<file path="src/rtl/kinase_array_sequencer_if.sv">
// kinase_array_sequencer_if: host-side command bus and valve-bank outputs of the kinase array sequencer
// Ports (master = host, slave = sequencer):
//   start, abort, ch_mask, load/mix/incub/flush_cycles  host -> sequencer
//   repeats (KINASE_SEQ_REPEAT_EN only)                  host -> sequencer, extra MIX/INCUBATE passes
//   ctrl, sieve, pump, inlet_en                          sequencer -> solenoid bank
//   busy, phase, done, aborted, err                      sequencer -> host status
interface kinase_array_sequencer_if #(
    parameter int NUM_CH  = 2,
    parameter int TIMER_W = 16,
    parameter int PUMP_W  = 5
);
    logic               start;
    logic               abort;
    logic [NUM_CH-1:0]  ch_mask;
    logic [TIMER_W-1:0] load_cycles;
    logic [TIMER_W-1:0] mix_cycles;
    logic [TIMER_W-1:0] incub_cycles;
    logic [TIMER_W-1:0] flush_cycles;
`ifdef KINASE_SEQ_REPEAT_EN
    logic [3:0]         repeats;
`endif
    logic [12:0]        ctrl;
    logic [3:0]         sieve;
    logic [PUMP_W-1:0]  pump;
    logic [NUM_CH-1:0]  inlet_en;
    logic               busy;
    logic [2:0]         phase;
    logic               done;
    logic               aborted;
    logic               err;

    modport master (
`ifdef KINASE_SEQ_REPEAT_EN
        output repeats,
`endif
        output start, abort, ch_mask, load_cycles, mix_cycles, incub_cycles, flush_cycles,
        input  ctrl, sieve, pump, inlet_en, busy, phase, done, aborted, err
    );

    modport slave (
`ifdef KINASE_SEQ_REPEAT_EN
        input  repeats,
`endif
        input  start, abort, ch_mask, load_cycles, mix_cycles, incub_cycles, flush_cycles,
        output ctrl, sieve, pump, inlet_en, busy, phase, done, aborted, err
    );
endinterface

</file>
<file path="src/rtl/kinase_array_sequencer.sv">
// kinase_array_sequencer: timed LOAD/MIX/INCUBATE/FLUSH/DONE valve sequencer for a shared-valve kinase assay array
// Ports:
//   clk    system clock
//   rst_n  synchronous active-low reset
//   bus    kinase_array_sequencer_if.slave: host commands in, registered valve lines and status out
// Optional feature: define KINASE_SEQ_REPEAT_EN to add bus.repeats, the number of extra
// MIX/INCUBATE passes run before FLUSH (the name avoids the SV keyword "repeat").
module kinase_array_sequencer #(
    parameter int NUM_CH   = 2,
    parameter int TIMER_W  = 16,
    parameter int PUMP_W   = 5,
    parameter int PUMP_DIV = 4
) (
    input logic                      clk,
    input logic                      rst_n,
    kinase_array_sequencer_if.slave  bus
);
    localparam int DIV_W = PUMP_DIV > 1 ? $clog2(PUMP_DIV) : 1;
    localparam logic [DIV_W-1:0] DIV_LAST = DIV_W'(PUMP_DIV - 1);

    typedef enum logic [2:0] {
        IDLE  = 3'd0,
        LOAD  = 3'd1,
        MIX   = 3'd2,
        INCUB = 3'd3,
        FLUSH = 3'd4,
        DONE  = 3'd5
    } state_t;

    state_t             state, state_n;
    logic [NUM_CH-1:0]  mask_l;
    logic [TIMER_W-1:0] mix_l, incub_l, flush_l, cnt, cnt_n, dur;
    logic [DIV_W-1:0]   pdiv, pdiv_n;
    logic [PUMP_W-1:0]  pump_n;
    logic               start_ok, abort_ok, fin, entering, pumping, err_n;
`ifdef KINASE_SEQ_REPEAT_EN
    logic [3:0]         rep_l, pass, pass_n;
`endif

    always_comb begin
        start_ok = bus.start && |bus.ch_mask;
        abort_ok = bus.abort && (state == LOAD || state == MIX || state == INCUB);
        err_n    = state == IDLE && bus.start && ~|bus.ch_mask;
        fin      = cnt == '0;
        state_n  = state;
`ifdef KINASE_SEQ_REPEAT_EN
        pass_n   = pass;
`endif
        case (state)
            IDLE: begin
                if (start_ok) state_n = LOAD;
`ifdef KINASE_SEQ_REPEAT_EN
                if (start_ok) pass_n = '0;
`endif
            end
            LOAD:  if (fin) state_n = MIX;
            MIX:   if (fin) state_n = INCUB;
            INCUB: begin
`ifdef KINASE_SEQ_REPEAT_EN
                if (fin && pass != rep_l) begin
                    state_n = MIX;
                    pass_n  = pass + 4'd1;
                end else if (fin) state_n = FLUSH;
`else
                if (fin) state_n = FLUSH;
`endif
            end
            FLUSH: if (fin) state_n = DONE;
            DONE:  state_n = IDLE;
            default: state_n = IDLE;
        endcase
        // abort beats a coinciding phase end and discards any remaining passes
        if (abort_ok) state_n = FLUSH;
        entering = state_n != state;
        pumping  = state_n == MIX || state_n == FLUSH;
        // LOAD is only entered from IDLE, so its duration comes straight from the bus
        dur      = state_n == LOAD ? bus.load_cycles : state_n == MIX ? mix_l :
                   state_n == INCUB ? incub_l : flush_l;
        // timer counts down to zero; a zero duration still gives one cycle
        cnt_n    = entering ? (dur == '0 ? '0 : dur - TIMER_W'(1)) : cnt - TIMER_W'(1);
        pdiv_n   = (entering || pdiv == DIV_LAST) ? '0 : pdiv + DIV_W'(1);
        pump_n   = !pumping ? '1 : entering ? ~PUMP_W'(1) :
                   pdiv == DIV_LAST ? {bus.pump[PUMP_W-2:0], bus.pump[PUMP_W-1]} : bus.pump;
    end

    always_ff @(posedge clk) begin
        if (!rst_n) begin
            state        <= IDLE;
            cnt          <= '0;
            pdiv         <= '0;
            mask_l       <= '0;
            mix_l        <= '0;
            incub_l      <= '0;
            flush_l      <= '0;
`ifdef KINASE_SEQ_REPEAT_EN
            rep_l        <= '0;
            pass         <= '0;
`endif
            bus.ctrl     <= 13'h1FFF;
            bus.sieve    <= 4'h0;
            bus.pump     <= '1;
            bus.inlet_en <= '0;
            bus.busy     <= 1'b0;
            bus.phase    <= 3'd0;
            bus.done     <= 1'b0;
            bus.aborted  <= 1'b0;
            bus.err      <= 1'b0;
        end else begin
            state        <= state_n;
            cnt          <= cnt_n;
            pdiv         <= pdiv_n;
`ifdef KINASE_SEQ_REPEAT_EN
            pass         <= pass_n;
`endif
            if (state == IDLE && start_ok) begin
                mask_l      <= bus.ch_mask;
                mix_l       <= bus.mix_cycles;
                incub_l     <= bus.incub_cycles;
                flush_l     <= bus.flush_cycles;
`ifdef KINASE_SEQ_REPEAT_EN
                rep_l       <= bus.repeats;
`endif
                bus.aborted <= 1'b0;
            end
            if (abort_ok) bus.aborted <= 1'b1;
            bus.ctrl     <= state_n == LOAD ? 13'h1FF0 : state_n == MIX ? 13'h1E0F :
                            state_n == FLUSH ? 13'h01FF : 13'h1FFF;
            bus.sieve    <= (state_n == LOAD || state_n == MIX || state_n == INCUB) ? 4'hF : 4'h0;
            bus.pump     <= pump_n;
            bus.inlet_en <= state_n != LOAD ? '0 : state == IDLE ? bus.ch_mask : mask_l;
            bus.busy     <= state_n != IDLE;
            bus.phase    <= state_n;
            bus.done     <= state_n == DONE;
            bus.err      <= err_n;
        end
    end
endmodule

</file>
<file path="src/flat_wrapper.sv">
// flat-port wrapper written by rule: the top's interface ports become plain ports
module kinase_array_sequencer_flat 
#(
    parameter int NUM_CH   = 2,
    parameter int TIMER_W  = 16,
    parameter int PUMP_W   = 5,
    parameter int PUMP_DIV = 4
)
  (clk, rst_n, bus_start, bus_abort, bus_ch_mask, bus_load_cycles, bus_mix_cycles, bus_incub_cycles, bus_flush_cycles, bus_ctrl, bus_sieve, bus_pump, bus_inlet_en, bus_busy, bus_phase, bus_done, bus_aborted, bus_err);
  kinase_array_sequencer_if #(.NUM_CH(NUM_CH), .TIMER_W(TIMER_W), .PUMP_W(PUMP_W)) bus_i ();
  input logic clk;
  input logic rst_n;
  input wire logic [$bits(bus_i.start)-1:0] bus_start;
  input wire logic [$bits(bus_i.abort)-1:0] bus_abort;
  input wire logic [$bits(bus_i.ch_mask)-1:0] bus_ch_mask;
  input wire logic [$bits(bus_i.load_cycles)-1:0] bus_load_cycles;
  input wire logic [$bits(bus_i.mix_cycles)-1:0] bus_mix_cycles;
  input wire logic [$bits(bus_i.incub_cycles)-1:0] bus_incub_cycles;
  input wire logic [$bits(bus_i.flush_cycles)-1:0] bus_flush_cycles;
  output wire logic [$bits(bus_i.ctrl)-1:0] bus_ctrl;
  output wire logic [$bits(bus_i.sieve)-1:0] bus_sieve;
  output wire logic [$bits(bus_i.pump)-1:0] bus_pump;
  output wire logic [$bits(bus_i.inlet_en)-1:0] bus_inlet_en;
  output wire logic [$bits(bus_i.busy)-1:0] bus_busy;
  output wire logic [$bits(bus_i.phase)-1:0] bus_phase;
  output wire logic [$bits(bus_i.done)-1:0] bus_done;
  output wire logic [$bits(bus_i.aborted)-1:0] bus_aborted;
  output wire logic [$bits(bus_i.err)-1:0] bus_err;
  assign bus_i.start = bus_start;
  assign bus_i.abort = bus_abort;
  assign bus_i.ch_mask = bus_ch_mask;
  assign bus_i.load_cycles = bus_load_cycles;
  assign bus_i.mix_cycles = bus_mix_cycles;
  assign bus_i.incub_cycles = bus_incub_cycles;
  assign bus_i.flush_cycles = bus_flush_cycles;
  assign bus_ctrl = bus_i.ctrl;
  assign bus_sieve = bus_i.sieve;
  assign bus_pump = bus_i.pump;
  assign bus_inlet_en = bus_i.inlet_en;
  assign bus_busy = bus_i.busy;
  assign bus_phase = bus_i.phase;
  assign bus_done = bus_i.done;
  assign bus_aborted = bus_i.aborted;
  assign bus_err = bus_i.err;
  kinase_array_sequencer #(.NUM_CH(NUM_CH), .TIMER_W(TIMER_W), .PUMP_W(PUMP_W), .PUMP_DIV(PUMP_DIV)) u_core (.clk(clk), .rst_n(rst_n), .bus(bus_i));
endmodule
</file>
<file path="config.mk">
export PLATFORM = sky130hd
export DESIGN_NAME = kinase_array_sequencer_flat
export DESIGN_NICKNAME = d
export VERILOG_FILES = /design/src/rtl/kinase_array_sequencer_if.sv /design/src/rtl/kinase_array_sequencer.sv /design/src/flat_wrapper.sv
export SDC_FILE = /design/constraint.sdc
export NUM_CORES = 1
export LEC_CHECK = 0
export BUFFER_PORTS_ARGS = -buffer_cell sky130_fd_sc_hd__buf_2
export CAP_MARGIN = 15
export CORE_MARGIN = 5
export CORE_UTILIZATION = 45
export CTS_CLUSTER_SIZE = 14
export DETAILED_ROUTE_END_ITERATION = 8
export PLACE_DENSITY = 0.64
export SYNTH_ARGS = -nofsm -noshare
export SYNTH_HDL_FRONTEND = slang
export SYNTH_SLANG_ARGS = --single-unit
</file>
<file path="constraint.sdc">
create_clock -name clk -period 7.5 [get_ports clk]
set_clock_uncertainty 0.2 [all_clocks]
set_input_delay 2.25 -clock clk [delete_from_list [all_inputs] [get_ports clk]]
set_output_delay 2.25 -clock clk [all_outputs]
set_load 0.02 [all_outputs]
</file>
# Word-level counts from Yosys, hierarchy flattened
# Index checks and enable logic that the tools add are counted.
[word_totals]
reg_bits = 99
[op_classes]
addsub = 3
n_eq_ne = 12
mux = 21
n_bitwise = 2
n_reduce_logical = 25
[ops]
columns = ["op", "n"]
rows = [
  ["16-bit 2-to-1 mux", 5],
  ["16-bit zero test", 2],
  ["16-bit by 1-bit subtractor with 16-bit output, second input constant", 2],
  ["3-bit 2-to-1 mux", 6],
  ["3-bit case mux with 5 select lines", 1],
  ["13-bit 2-to-1 mux", 1],
  ["3-bit by 2-bit equality test with 1-bit output, second input constant", 4],
  ["3-bit equality test, second input constant", 3],
  ["9-bit 2-to-1 mux", 1],
  ["4-bit 2-to-1 mux", 2],
  ["2-bit OR reduction", 4],
  ["3-bit by 1-bit equality test with 1-bit output, second input constant", 2],
  ["1-bit logical OR", 6],
  ["3-bit OR reduction", 2],
  ["1-bit logical AND", 5],
  ["1-bit 2-to-1 mux", 4],
  ["2-bit nonzero test", 2],
  ["3-bit zero test", 1],
  ["3-bit by 1-bit != test with 1-bit output, second input constant", 1],
  ["3-bit != test", 1],
  ["3-bit nonzero test", 1],
  ["2-bit by 1-bit adder with 2-bit output, second input constant", 1],
  ["2-bit equality test, second input constant", 1],
  ["2-bit 2-to-1 mux", 1],
  ["3 further kinds", 4],
]

# Longest topological paths before layout
[depth]
depth_word = 12
ltp_mapped = 15
depth_no_buf = 14

# Worst setup path after synthesis
# OpenSTA, ideal clock, no wires.
[synth_timing]
kind = "input to register"
from = "in bus_abort"
to = "reg u_core.cnt[6]"
setup_time_ns = 0.077
arrival_time_ns = 5.169
t_required_ns = 7.223
setup_slack_ns = 2.054
path_stages = 14
cell_sequence = "or3b_2 > o21ai_0 > nand4b_4 > buf_6 > nand3_2 > clkbuf_1 > nand2_1 > a22o_1 > ha_1 > o21a_1 > o21a_1 > and4_1 > or4_1 > o22ai_1"
[synth_between]
elab_chain_len = 9
word_cells_on_any_way = 13
cone_classes = "add/sub (1); eq/ne (4); mux (6); reduce/logical (2)"
[synth_rtl]
columns = ["element", "line_no", "text"]
rows = [
  ["from (decl)", "flat_wrapper.sv:14", "input wire logic [$bits(bus_i.abort)-1:0] bus_abort;"],
  ["1-bit logical AND *", "kinase_array_sequencer.sv:42", "abort_ok = bus.abort && (state == LOAD || state == MIX || state == INCUB);"],
  ["3-bit 2-to-1 mux *", "kinase_array_sequencer.sv:73", "if (abort_ok) state_n = FLUSH;"],
  ["3-bit by 2-bit equality test with 1-bit output", "kinase_array_sequencer.sv:78", "state_n == INCUB ? incub_l : flush_l;"],
  ["16-bit 2-to-1 mux", "kinase_array_sequencer.sv:78", ""],
  ["16-bit 2-to-1 mux (2 in series)", "kinase_array_sequencer.sv:77", "dur = state_n == LOAD ? bus.load_cycles : state_n == MIX ? mix_l :"],
  ["16-bit by 1-bit subtractor with 16-bit output / 16-bit zero test (equally long branches)", "kinase_array_sequencer.sv:80", "cnt_n = entering ? (dur == '0 ? '0 : dur - TIMER_W'(1)) : cnt - TIMER_W'(1);"],
  ["16-bit 2-to-1 mux", "kinase_array_sequencer.sv:80", ""],
  ["16-bit 2-to-1 mux *", "kinase_array_sequencer.sv:80", ""],
  ["to (signal assigned)", "kinase_array_sequencer.sv:110", "cnt <= cnt_n;"],
  ["to (decl)", "kinase_array_sequencer.sv:32", "logic [TIMER_W-1:0] mix_l, incub_l, flush_l, cnt, cnt_n, dur;"],
]
# Every way passes the cells marked *; elsewhere a longest branch is shown, timed or not.
# A chain may end at the register's enable or synchronous reset.

# Final worst setup path
[layout_timing]
from = "in bus_start"
to = "reg u_core.cnt[10]"
[layout_between]
elab_chain_len = 11
word_cells_on_any_way = 15
cone_classes = "add/sub (1); eq/ne (4); mux (8); reduce/logical (2)"
[layout_rtl]
columns = ["element", "line_no", "text"]
rows = [
  ["from (decl)", "flat_wrapper.sv:13", "input wire logic [$bits(bus_i.start)-1:0] bus_start;"],
  ["1-bit logical AND *", "kinase_array_sequencer.sv:41", "start_ok = bus.start && |bus.ch_mask;"],
  ["3-bit 2-to-1 mux *", "kinase_array_sequencer.sv:51", "if (start_ok) state_n = LOAD;"],
  ["3-bit case mux with 5 select lines *", "kinase_array_sequencer.sv:49", "case (state)"],
  ["3-bit 2-to-1 mux *", "kinase_array_sequencer.sv:73", ""],
  ["3-bit by 2-bit equality test with 1-bit output", "kinase_array_sequencer.sv:78", ""],
  ["16-bit 2-to-1 mux", "kinase_array_sequencer.sv:78", ""],
  ["16-bit 2-to-1 mux (2 in series)", "kinase_array_sequencer.sv:77", ""],
  ["16-bit by 1-bit subtractor with 16-bit output / 16-bit zero test (equally long branches)", "kinase_array_sequencer.sv:80", ""],
  ["16-bit 2-to-1 mux", "kinase_array_sequencer.sv:80", ""],
  ["16-bit 2-to-1 mux *", "kinase_array_sequencer.sv:80", ""],
]
# Marked as above.

==> key figures <==
Timing
  – Final Cycle Share: 81.4%
  – Setup Viol. Count Final: 0
  – Final hold viol count: 0
  – Max Slew Vio Count: 0
  – Slew @ Worst Pin: 0.894 ns
  – Max Clk Rate: 164 MHz
  – RSZ-0062 raised after global routing: no
  – Rel. slew slack: 39.6%
  – Final setup TNS: 0 ns
  – Min Tclk post-route: 6.10 ns
  – Hold slack: 0.248 ns

Synthesis
  – Sequential area share after synthesis: 38.2%
  – Synth area leaders: dfxtp_1 38%, nand2_1 12%, a21oi_1 7.8%, nor2_1 3.3%, mux2i_1 2.4%
  – Register bit total from synthesis: 86
  – Area leader, netlist: dfxtp_1
  – Syn Area/Cell: 7.78 µm²
  – Ys async rst share: 0%
  – Synthesized Nets: 652
  – Synth Warn #: 0
  – Synth Flop Type: dfxtp_1
  – Synth top cells by count: 138 x nand2_1, 86 x dfxtp_1, 70 x a21oi_1, 39 x nor2_1, 22 x clkbuf_1
  – Post-synth EDFFs: 0
  – Count leader, synth: nand2_1
  – Top cell type's share of synthesized area: 38.2%
  – Yosys cell types: 67
  – Mapped cell area: 4500 µm²
  – Gate Count Post-Synth: 579

Setup path
  – Worst EP arrival: 6.14 ns
  – Setup crit start kind: input port
  – Crit. End Element: flip-flop
  – Slowest-stage cell, CP: nor4b_1
  – CP max stage delay: 0.71 ns
  – CP Buf/Inv Count: 2
  – Crit-path cells: buf_2, nor4b_1, o21ai_4, nand3_2, buf_4, mux2_2, o221ai_1, ha_1, o21a_1, and4_1, nand4_2, nand2_1, o22ai_1
  – Setup CP Type: input port to flip-flop
  – CP required: 7.54 ns
  – CP delay by family, top: simple AND/OR/NAND/NOR gates
  – CP max FO: 34

Clock network
  – Clock H-tree levels: 3
  – Worst-skew pair later-pin latency: 0.37 ns
  – CTS Buffer Depth: 2
  – CTS Buf Count: 9
  – CTS sink count: 86
  – TritonCTS clock tree: built
  – Post-CTS Setup Bufs: 0
  – Clock-pin slew on the worst setup and hold paths: 0.08 ns
  – # hold bufs at CTS: 0
  – Root buffer cell: clkbuf_8
  – Post-CTS resize count: 0

Floorplanning
  – # rows: 36
  – Starting Density: 46.1%
  – IO Count: 101
  – Die area: 12,100 µm²
  – Total core area: 9770 µm²
  – Die X: 110 µm
  – Die Ht: 110 µm

Status
  – Outcome: finished clean

Global route
  – Number of global-route vias before repair: 3,912
  – Total grt overflow: 0
  – First-pass GRT wire length: 20.1 mm
  – Initial antenna violation count: 0
  – Total GRT Usage: 21.6%
  – Largest net degree at the start of global routing: 61

Drt
  – Iter 0 DRT Violations: 367
  – DRT Wirelength: 13.0 mm
  – Antenna Nets Post-Route: 0
  – WL per Instance: 16.5 µm
  – DRC Markers: 0
  – Vias per inst: 5.53
  – DR vias: 4,350
  – First drt pass iteration count: 5

Finish
  – Final core occ: 53.3%
  – Final Cell Area: 5200 µm²
  – Area grow syn2layout: 15.6%
  – Nets@finish: 723
  – Number of diodes: 0
  – Share of layout cells above drive strength 1: 21.7%

Power and ir drop
  – P_leak: 0.00216 µW
  – Tot Pwr: 1530 µW
  – Power per cell area: 293 nW/µm²
  – VDD IR max: 0.109 mV

Min path
  – Hold Path Class: flip-flop to flip-flop

Place
  – Placed inst area: 4990 µm²
  – Port bufs: 100
  – Post-DP HPWL: 9.84 mm
  – GP Congestion: 0.921

Run
  – Max cap viols: 0
cell type report:
class	instances	area [µm²]
tap	133	166
clock inverter	3	68.8
inverter	12	45.0
clock buffer	12	145
fill	999	4570
sequential	86	1720
timing repair buffer	107	553
multi-input combinational	434	2500
kinds of logic (layout without fill, tap and decap cells):
logic type	count (synthesis)	count (layout)	share of synthesized area [%]
buffers and inverters	59	134	6.47
adder cells (fa/ha/maj)	3	3	0.834
flip-flops	86	86	38.2
multiplexers	14	14	3.20
AO/OA/AOI/OAI	145	145	21.1
AND/OR/NAND/NOR	253	253	26.4
XOR/XNOR	19	19	3.70
metrics by stage:
step / setup slack (ns) / instances
2_1_floorplan: 2.05 / 579
3_3_place_gp: 1.13 / 772
3_5_place_dp: 1.04 / 772
4_1_cts: 1.40 / 787
5_1_grt: 1.09 / 787
6_report: 1.40 / 787
power by group:
| group | switching, µW | leakage [µW] | internal [µW] |
|---|---|---|---|
| clock | 165 | 0.000107 | 196 |
| sequential | 55.0 | 0.000705 | 521 |
| combinational | 359 | 0.00134 | 230 |
| total | 580 | 0.00216 | 948 |
cell usage in the layout (no fill, tap or decap), types with 6 or more instances in the layout:
| cell | instances |
|---|---|
| a21oi_1 | 70 |
| a221oi_1 | 7 |
| a31oi_1 | 8 |
| buf_2 | 100 |
| buf_4 | 7 |
| clkbuf_8 | 10 |
| dfxtp_1 | 86 |
| inv_1 | 11 |
| mux2i_1 | 10 |
| nand2_1 | 138 |
| nor2_1 | 39 |
| nor2b_1 | 8 |
| nor3_1 | 12 |
| o21ai_0 | 6 |
| o22ai_1 | 6 |
| or3_1 | 11 |
| xnor2_1 | 11 |
| xor2_1 | 8 |
sequential cells by signal, indices dropped and copies added (netlist names):
register	cells
u_core.bus.err	1
u_core.bus.aborted	1
u_core.bus.inlet_en	2
u_core.flush_l	16
u_core.bus.ctrl	3
u_core.bus.phase	3
u_core.incub_l	16
u_core.bus.sieve	1
u_core.cnt	16
u_core.bus.busy	1
u_core.mask_l	2
u_core.pdiv	2
u_core.mix_l	16
u_core.bus.pump	5
u_core.bus.done	1
layer usage:
layer  wire length, µm  GRT usage (%)  part of all wire (%)  vias to the layer above
met4               142           5.34                   1.1                        0
li1                  -              -                     -                     2168
met2              6020           34.2                    46                      138
met1              6030           30.1                    46                     2030
met5                 0              0                     0                        -
met3               800           4.43                   6.2                       14
path summary, 6_finish.rpt:
path                             startpoint                         to  slack [ns]  cells past startpoint
setup reg to reg   u_core.cnt[4]$_SDFF_PN0_   u_core.cnt[6]$_SDFF_PN0_        2.48                     12
hold / removal    u_core.pdiv[0]$_SDFF_PP0_  u_core.pdiv[0]$_SDFF_PP0_        0.25                      1
setup / recovery                  bus_start  u_core.cnt[10]$_SDFF_PN0_        1.40                     13
hold reg to reg   u_core.pdiv[0]$_SDFF_PP0_  u_core.pdiv[0]$_SDFF_PP0_        0.25                      1
No activity file was read; power rests on OpenSTA's default activity.
